### src/rtl/si5340_i2c_bus_arbiter_pkg.sv
`default_nettype none
// ============================================================================
// Module      : si5340_arb_pkg
// Description : Shared types, pad constants and the round-robin selection
//               function for the Si5340 I2C bus arbiter.
// Revision    : 1.0 - initial release
// ============================================================================
package si5340_arb_pkg;

    // Widest supported requester set; index registers are sized for it.
    localparam int c_MAX_REQ = 8;
    localparam int c_IDX_W   = 3;

    // Released pad values: output enable off, output data low.
    localparam logic PAD_OEN_OFF = 1'b1;
    localparam logic PAD_O_IDLE  = 1'b0;

    typedef enum logic [1:0] {
        IDLE  = 2'd0,
        GRANT = 2'd1,
        GUARD = 2'd2
    } arb_state_t;

    // First asserted request strictly after ptr, wrapping modulo num.
    // Returns 0 when nothing is requested; callers qualify with |req.
    function automatic logic [c_IDX_W-1:0] rr_pick(
        input logic [c_MAX_REQ-1:0] req,
        input logic [c_IDX_W-1:0]   ptr,
        input int                   num
    );
        logic [c_IDX_W-1:0]   pick;
        logic                 found;
        logic [c_MAX_REQ-1:0] shifted;
        int                   idx;
        pick  = '0;
        found = 1'b0;
        for (int off = 1; off <= c_MAX_REQ; off++) begin
            idx     = (int'(ptr) + off) % num;
            shifted = req >> idx;
            if ((off <= num) && !found && shifted[0]) begin
                pick  = c_IDX_W'(idx);
                found = 1'b1;
            end
        end
        return pick;
    endfunction

endpackage
`default_nettype wire

### src/rtl/si5340_i2c_bus_arbiter_rr_picker.sv
`default_nettype none
// ============================================================================
// Module      : si5340_rr_picker
// Description : Combinational round-robin selector. Given the request vector
//               and the last winner, returns the next winner as an index and
//               as a one-hot vector, plus a valid flag.
// Revision    : 1.0 - initial release
// ============================================================================
module si5340_rr_picker
    import si5340_arb_pkg::*;
#(
    parameter int NUM_REQ = 2
) (
    input  logic [NUM_REQ-1:0] i_req,
    input  logic [c_IDX_W-1:0] i_ptr,
    output logic               o_valid,
    output logic [c_IDX_W-1:0] o_idx,
    output logic [NUM_REQ-1:0] o_onehot
);

    logic [c_MAX_REQ-1:0] w_req_ext;

    // Widen the request vector, pick the next index and expand it to one-hot.
    always_comb begin
        w_req_ext                = '0;
        w_req_ext[NUM_REQ-1:0]   = i_req;
        o_valid                  = |i_req;
        o_idx                    = rr_pick(w_req_ext, i_ptr, NUM_REQ);
        o_onehot                 = '0;
        for (int i = 0; i < NUM_REQ; i++) begin
            o_onehot[i] = o_valid && (o_idx == c_IDX_W'(i));
        end
    end

endmodule
`default_nettype wire

### src/rtl/si5340_i2c_bus_arbiter.sv
`default_nettype none
// ============================================================================
// Module      : si5340_i2c_bus_arbiter
// Description : Shares one open-drain SCL/SDA pad set between NUM_REQ I2C
//               masters. Round-robin req/gnt, registered pad mux and a
//               released-bus guard interval between consecutive owners.
//               Optional grant timeout: define SI5340_ARB_TIMEOUT_EN.
// Revision    : 1.0 - initial release
// ============================================================================
module si5340_i2c_bus_arbiter
    import si5340_arb_pkg::*;
#(
    parameter int NUM_REQ        = 2,
    parameter int GUARD_CYCLES   = 64,
    parameter int TIMEOUT_CYCLES = 1000000
) (
    input  logic               clk_i,
    input  logic               arstn_i,
    input  logic [NUM_REQ-1:0] req_i,
    output logic [NUM_REQ-1:0] gnt_o,
    input  logic [NUM_REQ-1:0] m_scl_o_i,
    input  logic [NUM_REQ-1:0] m_scl_oen_i,
    input  logic [NUM_REQ-1:0] m_sda_o_i,
    input  logic [NUM_REQ-1:0] m_sda_oen_i,
    input  logic               scl_pad_i,
    input  logic               sda_pad_i,
    output logic               scl_pad_o,
    output logic               scl_padoen_o,
    output logic               sda_pad_o,
    output logic               sda_padoen_o,
    output logic               busy_o,
    output logic               timeout_o
);

    localparam int                   c_GUARD_W    = $clog2(GUARD_CYCLES + 1);
    localparam logic [c_GUARD_W-1:0] c_GUARD_LOAD = c_GUARD_W'(GUARD_CYCLES - 1);

    arb_state_t           r_state, w_state_nxt;
    logic [NUM_REQ-1:0]   r_gnt, w_gnt_nxt;
    logic [c_IDX_W-1:0]   r_rr_ptr, w_rr_ptr_nxt;
    logic [c_GUARD_W-1:0] r_guard_cnt, w_guard_cnt_nxt;
    logic                 r_scl_o, w_scl_o_nxt;
    logic                 r_scl_oen, w_scl_oen_nxt;
    logic                 r_sda_o, w_sda_o_nxt;
    logic                 r_sda_oen, w_sda_oen_nxt;
    logic                 r_busy, w_busy_nxt;

    logic                 w_owner_req;
    logic                 w_owner_scl_o, w_owner_scl_oen;
    logic                 w_owner_sda_o, w_owner_sda_oen;
    logic [NUM_REQ-1:0]   w_req_eligible;
    logic                 w_revoke;
    logic                 w_pick_valid;
    logic [c_IDX_W-1:0]   w_pick_idx;
    logic [NUM_REQ-1:0]   w_pick_onehot;

    // The bus samples are fanned out to the masters outside this block.
    logic                 w_unused_pad_sample;
    assign w_unused_pad_sample = scl_pad_i ^ sda_pad_i;

    // Owner selection through the one-hot grant: non-owners never reach the pads.
    assign w_owner_req     = |(req_i & r_gnt);
    assign w_owner_scl_o   = |(m_scl_o_i & r_gnt);
    assign w_owner_scl_oen = ~|(~m_scl_oen_i & r_gnt);
    assign w_owner_sda_o   = |(m_sda_o_i & r_gnt);
    assign w_owner_sda_oen = ~|(~m_sda_oen_i & r_gnt);

`ifdef SI5340_ARB_TIMEOUT_EN
    localparam int c_TO_W = $clog2(TIMEOUT_CYCLES + 1);

    logic [c_TO_W-1:0]  r_to_cnt;
    logic [NUM_REQ-1:0] r_blocked;
    logic               r_timeout;

    // Grant is revoked on the cycle the owner has held it TIMEOUT_CYCLES cycles.
    assign w_revoke       = (r_state == GRANT) && w_owner_req &&
                            (r_to_cnt == c_TO_W'(TIMEOUT_CYCLES - 1));
    // A revoked master must show req low once before it may win again.
    assign w_req_eligible = req_i & ~r_blocked;
    assign timeout_o      = r_timeout;

    // Grant-hold counter, per-master block mask and sticky timeout flag.
    always_ff @(posedge clk_i or negedge arstn_i) begin
        if (!arstn_i) begin
            r_to_cnt  <= '0;
            r_blocked <= '0;
            r_timeout <= 1'b0;
        end else begin
            if (r_state != GRANT) begin
                r_to_cnt <= '0;
            end else if (!w_revoke) begin
                r_to_cnt <= r_to_cnt + 1'b1;
            end
            r_blocked <= (r_blocked & req_i) | (w_revoke ? r_gnt : '0);
            r_timeout <= r_timeout | w_revoke;
        end
    end
`else
    logic w_unused_timeout;
    assign w_unused_timeout = (TIMEOUT_CYCLES == 0);
    assign w_revoke         = 1'b0;
    assign w_req_eligible   = req_i;
    assign timeout_o        = 1'b0;
`endif

    si5340_rr_picker #(
        .NUM_REQ (NUM_REQ)
    ) u_rr_picker (
        .i_req    (w_req_eligible),
        .i_ptr    (r_rr_ptr),
        .o_valid  (w_pick_valid),
        .o_idx    (w_pick_idx),
        .o_onehot (w_pick_onehot)
    );

    // Next state, grant, guard count and pad values; pads default to released.
    always_comb begin
        w_state_nxt     = r_state;
        w_gnt_nxt       = r_gnt;
        w_rr_ptr_nxt    = r_rr_ptr;
        w_guard_cnt_nxt = r_guard_cnt;
        w_scl_o_nxt     = PAD_O_IDLE;
        w_scl_oen_nxt   = PAD_OEN_OFF;
        w_sda_o_nxt     = PAD_O_IDLE;
        w_sda_oen_nxt   = PAD_OEN_OFF;
        case (r_state)
            IDLE: begin
                if (w_pick_valid) begin
                    w_state_nxt  = GRANT;
                    w_gnt_nxt    = w_pick_onehot;
                    w_rr_ptr_nxt = w_pick_idx;
                end
            end
            GRANT: begin
                if (!w_owner_req || w_revoke) begin
                    w_state_nxt     = GUARD;
                    w_gnt_nxt       = '0;
                    w_guard_cnt_nxt = c_GUARD_LOAD;
                end else begin
                    w_scl_o_nxt   = w_owner_scl_o;
                    w_scl_oen_nxt = w_owner_scl_oen;
                    w_sda_o_nxt   = w_owner_sda_o;
                    w_sda_oen_nxt = w_owner_sda_oen;
                end
            end
            GUARD: begin
                if (r_guard_cnt == '0) begin
                    w_state_nxt = IDLE;
                end else begin
                    w_guard_cnt_nxt = r_guard_cnt - 1'b1;
                end
            end
            default: begin
                w_state_nxt = IDLE;
                w_gnt_nxt   = '0;
            end
        endcase
        w_busy_nxt = (w_state_nxt != IDLE);
    end

    // State and output registers; reset releases the bus immediately.
    always_ff @(posedge clk_i or negedge arstn_i) begin
        if (!arstn_i) begin
            r_state     <= IDLE;
            r_gnt       <= '0;
            r_rr_ptr    <= c_IDX_W'(NUM_REQ - 1);
            r_guard_cnt <= '0;
            r_scl_o     <= PAD_O_IDLE;
            r_scl_oen   <= PAD_OEN_OFF;
            r_sda_o     <= PAD_O_IDLE;
            r_sda_oen   <= PAD_OEN_OFF;
            r_busy      <= 1'b0;
        end else begin
            r_state     <= w_state_nxt;
            r_gnt       <= w_gnt_nxt;
            r_rr_ptr    <= w_rr_ptr_nxt;
            r_guard_cnt <= w_guard_cnt_nxt;
            r_scl_o     <= w_scl_o_nxt;
            r_scl_oen   <= w_scl_oen_nxt;
            r_sda_o     <= w_sda_o_nxt;
            r_sda_oen   <= w_sda_oen_nxt;
            r_busy      <= w_busy_nxt;
        end
    end

    assign gnt_o        = r_gnt;
    assign scl_pad_o    = r_scl_o;
    assign scl_padoen_o = r_scl_oen;
    assign sda_pad_o    = r_sda_o;
    assign sda_padoen_o = r_sda_oen;
    assign busy_o       = r_busy;

endmodule
`default_nettype wire

### config.mk
export PLATFORM = sky130hd
export DESIGN_NAME = si5340_i2c_bus_arbiter
export DESIGN_NICKNAME = d
export VERILOG_FILES = /design/src/rtl/si5340_i2c_bus_arbiter_pkg.sv /design/src/rtl/si5340_i2c_bus_arbiter_rr_picker.sv /design/src/rtl/si5340_i2c_bus_arbiter.sv
export SDC_FILE = /design/constraint.sdc
export NUM_CORES = 1
export LEC_CHECK = 0
export BUFFER_PORTS_ARGS = -buffer_cell sky130_fd_sc_hd__buf_2
export CELL_PAD_IN_SITES_DETAIL_PLACEMENT = 1
export CELL_PAD_IN_SITES_GLOBAL_PLACEMENT = 1
export CORE_UTILIZATION = 35
export CTS_BUF_LIST = sky130_fd_sc_hd__clkbuf_8
export DETAILED_ROUTE_END_ITERATION = 12
export MAX_ROUTING_LAYER = met4
export PLACE_DENSITY = 0.79
export REMOVE_ABC_BUFFERS = 1
export SYNTH_ARGS = -nofsm -noshare
export SYNTH_HDL_FRONTEND = slang
export SYNTH_SLANG_ARGS = --single-unit
export TNS_END_PERCENT = 10
### constraint.sdc
create_clock -name clk_i -period 2.51 [get_ports clk_i]
set_input_delay 0 -clock clk_i [delete_from_list [all_inputs] [get_ports clk_i]]
set_output_delay 0 -clock clk_i [all_outputs]
set_load 0.005 [all_outputs]
# == After elaboration in Yosys (flattened, before gate mapping) ==
# Cells that the tools add are included.
# totals
register_bits,17
output_inout_bits,8
elab_cells,71
# op_classes
addsub,3
n_eq_ne,6
shifts,2
mux,21
n_bitwise,10
n_reduce_logical,20
# ops
op,n
$shr 2x32->1,2
$mux 7,2
$pmux 7 s2,1
$pmux 2 s3,2
$reduce_or 2->1,6
$and 2x2->2,5
$mux 2,5
$mux 1,9
$logic_not 7->1,1
$sub 7x1->7 const B,1
$mux 3,2
$reduce_and 3->1,2
$ne 2x2->1 const B,2
$not 2->2,2
$reduce_bool 2->1,2
$eq 3x1->1 const B,1
$logic_and 1x1->1,3
$logic_not 1->1,3
$logic_not 3->1,1
$add 1x1->1 const B,2
$and 1x1->1 const A,2
$eq 2x1->1 const B,1
$eq 2x2->1 const B,1
$logic_not 2->1,1
other kinds (3),3

# == Longest topological paths before layout ==
# logic_depth
ltp_word,11
mapped_depth,7
depth_no_buf,6

# == By module ==
# A second synthesis with hierarchy kept.
# unflattened
cells_unflattened,96
hier_area_um2,988.4
# by_module_without_submodules
mod,n_inst,cells_per_inst,area_per_inst_um2,seq_area_each_um2
si5340_i2c_bus_arbiter,1,88,937.1,479.2
si5340_rr_picker,1,8,51.3,0.0

# == Least setup slack after synthesis ==
# OpenSTA, ideal clock, no wires.
# synth_timing
path_kind,reg-to-reg
from,register r_guard_cnt[0]
to,register r_guard_cnt[2]
setup_time_ns,0.120
arrival_ns,1.466
required_time_ns,2.390
setup_slack_ns,0.924
stages_incl_launch_ff,8
path_buffers,1
period_less_slack_ns,1.586
cell_sequence,dfrtp_1 inv_1 ha_1 nor4b_2 a21oi_2 or2_1 buf_6 o211a_1
# synth_via
elab_chain_cells,3
elab_cells_between_ends,6
cone_classes,add/sub (1); eq/ne (1); mux (2); reduce/logical (2)
# synth_lines
element,line_no,rtl
from (decl),si5340_i2c_bus_arbiter.sv:41,"logic [c_GUARD_W-1:0] r_guard_cnt, w_guard_cnt_nxt;"
from (signal assigned),si5340_i2c_bus_arbiter.sv:177,r_guard_cnt <= w_guard_cnt_nxt;
$sub 7x1->7 / $logic_not 7->1 (equally long branches),"si5340_i2c_bus_arbiter.sv:150, si5340_i2c_bus_arbiter.sv:147",
$mux 7 / $ne 2x2->1 (equally long branches),n/a,
$pmux 7 s2 / $reduce_and 3->1 (equally long branches),n/a,
# Parallel ways exist; a longest one is shown, timed or not. The select of a mux whose other input is x is not followed.
# A chain may end at the register's enable or synchronous reset.

# == Worst setup path after layout ==
# layout_timing
from,register r_guard_cnt[0]
to,register r_guard_cnt[3]
# The elaborated chain is that of the path after synthesis.

==> results.yml <==
detailed_routing:
  routed_wl_mm: 2.29
  vias_per_cell: 5.58
  route.vias.total: 753
  antenna_left: 0
  drt_iter0_markers: 10
  wl_per_cell_um: 16.9
  drt_pass1_iterations: 4
  drc: 0
finish:
  register_area_um2: 429
  instances_no_fill: 135
  antenna_cells: 0
  fill_cells: 258
  multi_input_area_um2: 389
  final_nets: 123
  area_growth_pct: 23.4
  drive_gt1_share_pct: 31.8
setup_path:
  critPathArrivalTime_ns: 1.93
  r2r-end: "r_guard_cnt[3]"
  slowest_delay_ns: 0.42
  endpoint_kind: "flip-flop"
  critPathKind: "flip-flop to flip-flop"
  r2r_cells: 6
  cp_slowest_cell: "dfrtp_1"
  cp_cell_sequence: "inv_1 -> ha_1 -> nor4b_2 -> a21oi_2 -> or2_1 -> o211a_1"
  rrSetupSlack_ns: 0.72
  r2r_start: "r_guard_cnt[0]"
  startpoint_type: "flip-flop"
  cp.required_ns: 2.65
  crit_fanout: 6
clock_tree:
  clock_path_buffers: 2
  clock_latency_ns: 0.26
  cts-htree-levels: 1
  cts_tree: "done"
  cts_setup_buffers: 0
  cts_sinks: 17
  cts-root-buf: "clkbuf_8"
  clkTransAtPathRegs_ns: 0.07
  cts_buffers: 3
pwr:
  power_density_nw_per_um2: 1040
  vdd_drop_max_mv: 0.475
  p_leak_nw: 0.453
  switching_share_pct: 39.0
  clkPwrFrac_pct: 19.0
  p_int_mw: 0.679
  p_comb_share_pct: 37.4
  seqPwrFrac_pct: 43.6
  power_switching_mw: 0.434
floorplanning:
  ios: 22
  num_rows: 17
  start_util_pct: 38.0
  die_x_um: 51.7
  fp.dieH_um: 51.7
  core_um2: 2280
  dieArea_um2: 2680
flow_run:
  cap_violations: 0
hold_path:
  min_to: "scl_pad_o"
  hold_path_depth: 3
  hold_class: "primary input to flip-flop"
  min_from: "m_scl_o_i[1]"
global_route:
  grt.overflow.total: 0
  antenna_found_initial: 0
  grt_pass1_wl_mm: 4.00
  gr-usage-all-layers_pct: 22.1
  grt_pass1_vias: 794
  grt_start_max_net_pins: 18
synth:
  synthFlopType: "dfrtp_1"
  synth_area_leaders: "dfrtp_1 40%, dfstp_2 9.1%, o211a_1 4.6%"
  yosysSeqAreaShare_pct: 49.6
  netlist_area_um2: 866
  synthArstFlopShare_pct: 100
  yosysMostFrequentCell: "dfrtp_1"
  synth_top_cell_by_area: "dfrtp_1"
  synth_common_cells: "14 x dfrtp_1, 6 x nor2_1, 6 x nor3_1"
  yosysWarnings: 0
  synth_edf_count: 0
  netlist_instances: 83
  yosysTopAreaCellShare_pct: 40.5
  postSynthAreaPerCell_um2: 10.4
  synth.distinct_cells: 35
  ys_ff_latch: 17
sta:
  rsz0062_at_grt: "no"
  finClkSkew_ns: 0.0102
  setup_viol: 0
  final_max_slew_viol_count: 0
  finalCritPeriodShare_pct: 71.2
  max_freq_mhz: 560
  hold_viol: 0
  setup_tns_ns: 0
  fin_crit_ns: 1.79
placed_design:
  portBuffers: 18
  hpwlAfterDp_mm: 1.43
  globalplace.congestion: 0.800
  dp.cells: 125
outcome:
  outcome: "complete, no violations"
## power by group through the flow
stage | combinational, mW | clock (mW) | sequential [mW]
CTS | 0.409 | 0.219 | 0.484
detailed placement | 0.380 | 0 | 0.485
floorplan | 0.273 | 0 | 0.462
global route | 0.466 | 0.235 | 0.502
finish | 0.417 | 0.211 | 0.486
global placement | 0.361 | 0 | 0.476
## through the flow
step / area (um^2) / worst slack, ns / utilization (%) / hold WS [ns] / power (mW)
global placement: 962 / 0.858 / 42.3 / -0.0595 / 0.837
CTS: 1070 / 0.725 / 46.9 / 0.0615 / 1.11
floorplan: 837 / 0.988 / - / -0.296 / 0.735
global route: 1070 / 0.602 / 46.9 / 0.125 / 1.20
detailed placement: 962 / 0.783 / 42.3 / -0.0536 / 0.865
finish: 1070 / 0.723 / 46.9 / 0.0850 / 1.11
## metal layers
| layer | track usage (%) | routed length (um) | vias to the layer above |
|---|---|---|---|
| met4 | 16.7 | 126 | 0 |
| met3 | 3.51 | 56 | 11 |
| met2 | 34.2 | 1190 | 21 |
| met5 | - | 0 | - |
| li1 | - | - | 347 |
| met1 | 25.6 | 915 | 374 |
## critical path, delay by kind of cell (launching register included)
family	cells	cell delay [ns]
buffers and inverters	1	0.08
AOI/OAI and AO/OA	2	0.39
and+or+nand+nor	2	0.56
DFF	1	0.42
adders and majority gates	1	0.23
## kinds of logic after synthesis
group / Yosys count / synth area share (%)
compound gates: 25 / 22.0
other cells: 1 / 0.433
fa+ha+maj: 1 / 1.44
flops: 17 / 49.6
buf+inv: 9 / 5.49
simple gates: 30 / 21.1
## what timing repair did
item,in CTS,in global routing
hold endpoints to repair,20,0
hold buffers,6,0
resized for setup,0,0
## layout by cell type, fill, tap and decap left out, types with 3 or more instances in the layout
master | synthesis | final
buf_2 | 1 | 18
dfrtp_1 | 14 | 14
nor2_1 | 6 | 6
nor3_1 | 6 | 6
dlygate4sd3_1 | 0 | 6
inv_1 | 5 | 5
a21oi_1 | 5 | 5
o211a_1 | 4 | 4
nand2_1 | 3 | 3
nand3_1 | 3 | 3
or3_2 | 3 | 3
clkbuf_8 | 0 | 3
dfstp_2 | 3 | 3
## registers in the layout (all words and copies together), names as in the netlist
| name | flops |
|---|---|
| r_guard_cnt | 7 |
| gnt_o | 2 |
| r_state | 2 |
| busy_o | 1 |
| r_rr_ptr | 1 |
| scl_pad_o | 1 |
| scl_padoen_o | 1 |
| sda_pad_o | 1 |
| sda_padoen_o | 1 |
## worst max path at each step
| stage | from | to | slack, ns | depth (start not counted) |
|---|---|---|---|---|
| final | r_guard_cnt[0] | r_guard_cnt[3] | 0.72 | 6 |
| after global placement | r_guard_cnt[0] | r_guard_cnt[5] | 0.86 | 6 |
| after CTS | r_guard_cnt[0] | r_guard_cnt[3] | 0.73 | 6 |
| after detailed placement | r_guard_cnt[0] | r_guard_cnt[3] | 0.78 | 6 |
| after floorplan | r_guard_cnt[0] | r_guard_cnt[2] | 0.99 | 6 |
| after global routing | r_guard_cnt[0] | r_guard_cnt[3] | 0.60 | 6 |
## layout make-up
class	count	share of cell area [%]
Sequential cell	17	40.2
Multi-Input combinational cell	57	36.4
Timing Repair Buffer	24	14.1
Clock buffer	3	3.86
Tap cell	28	3.28
Inverter	5	1.76
Clock inverter	1	0.468
(Power assumes the default switching activity.)
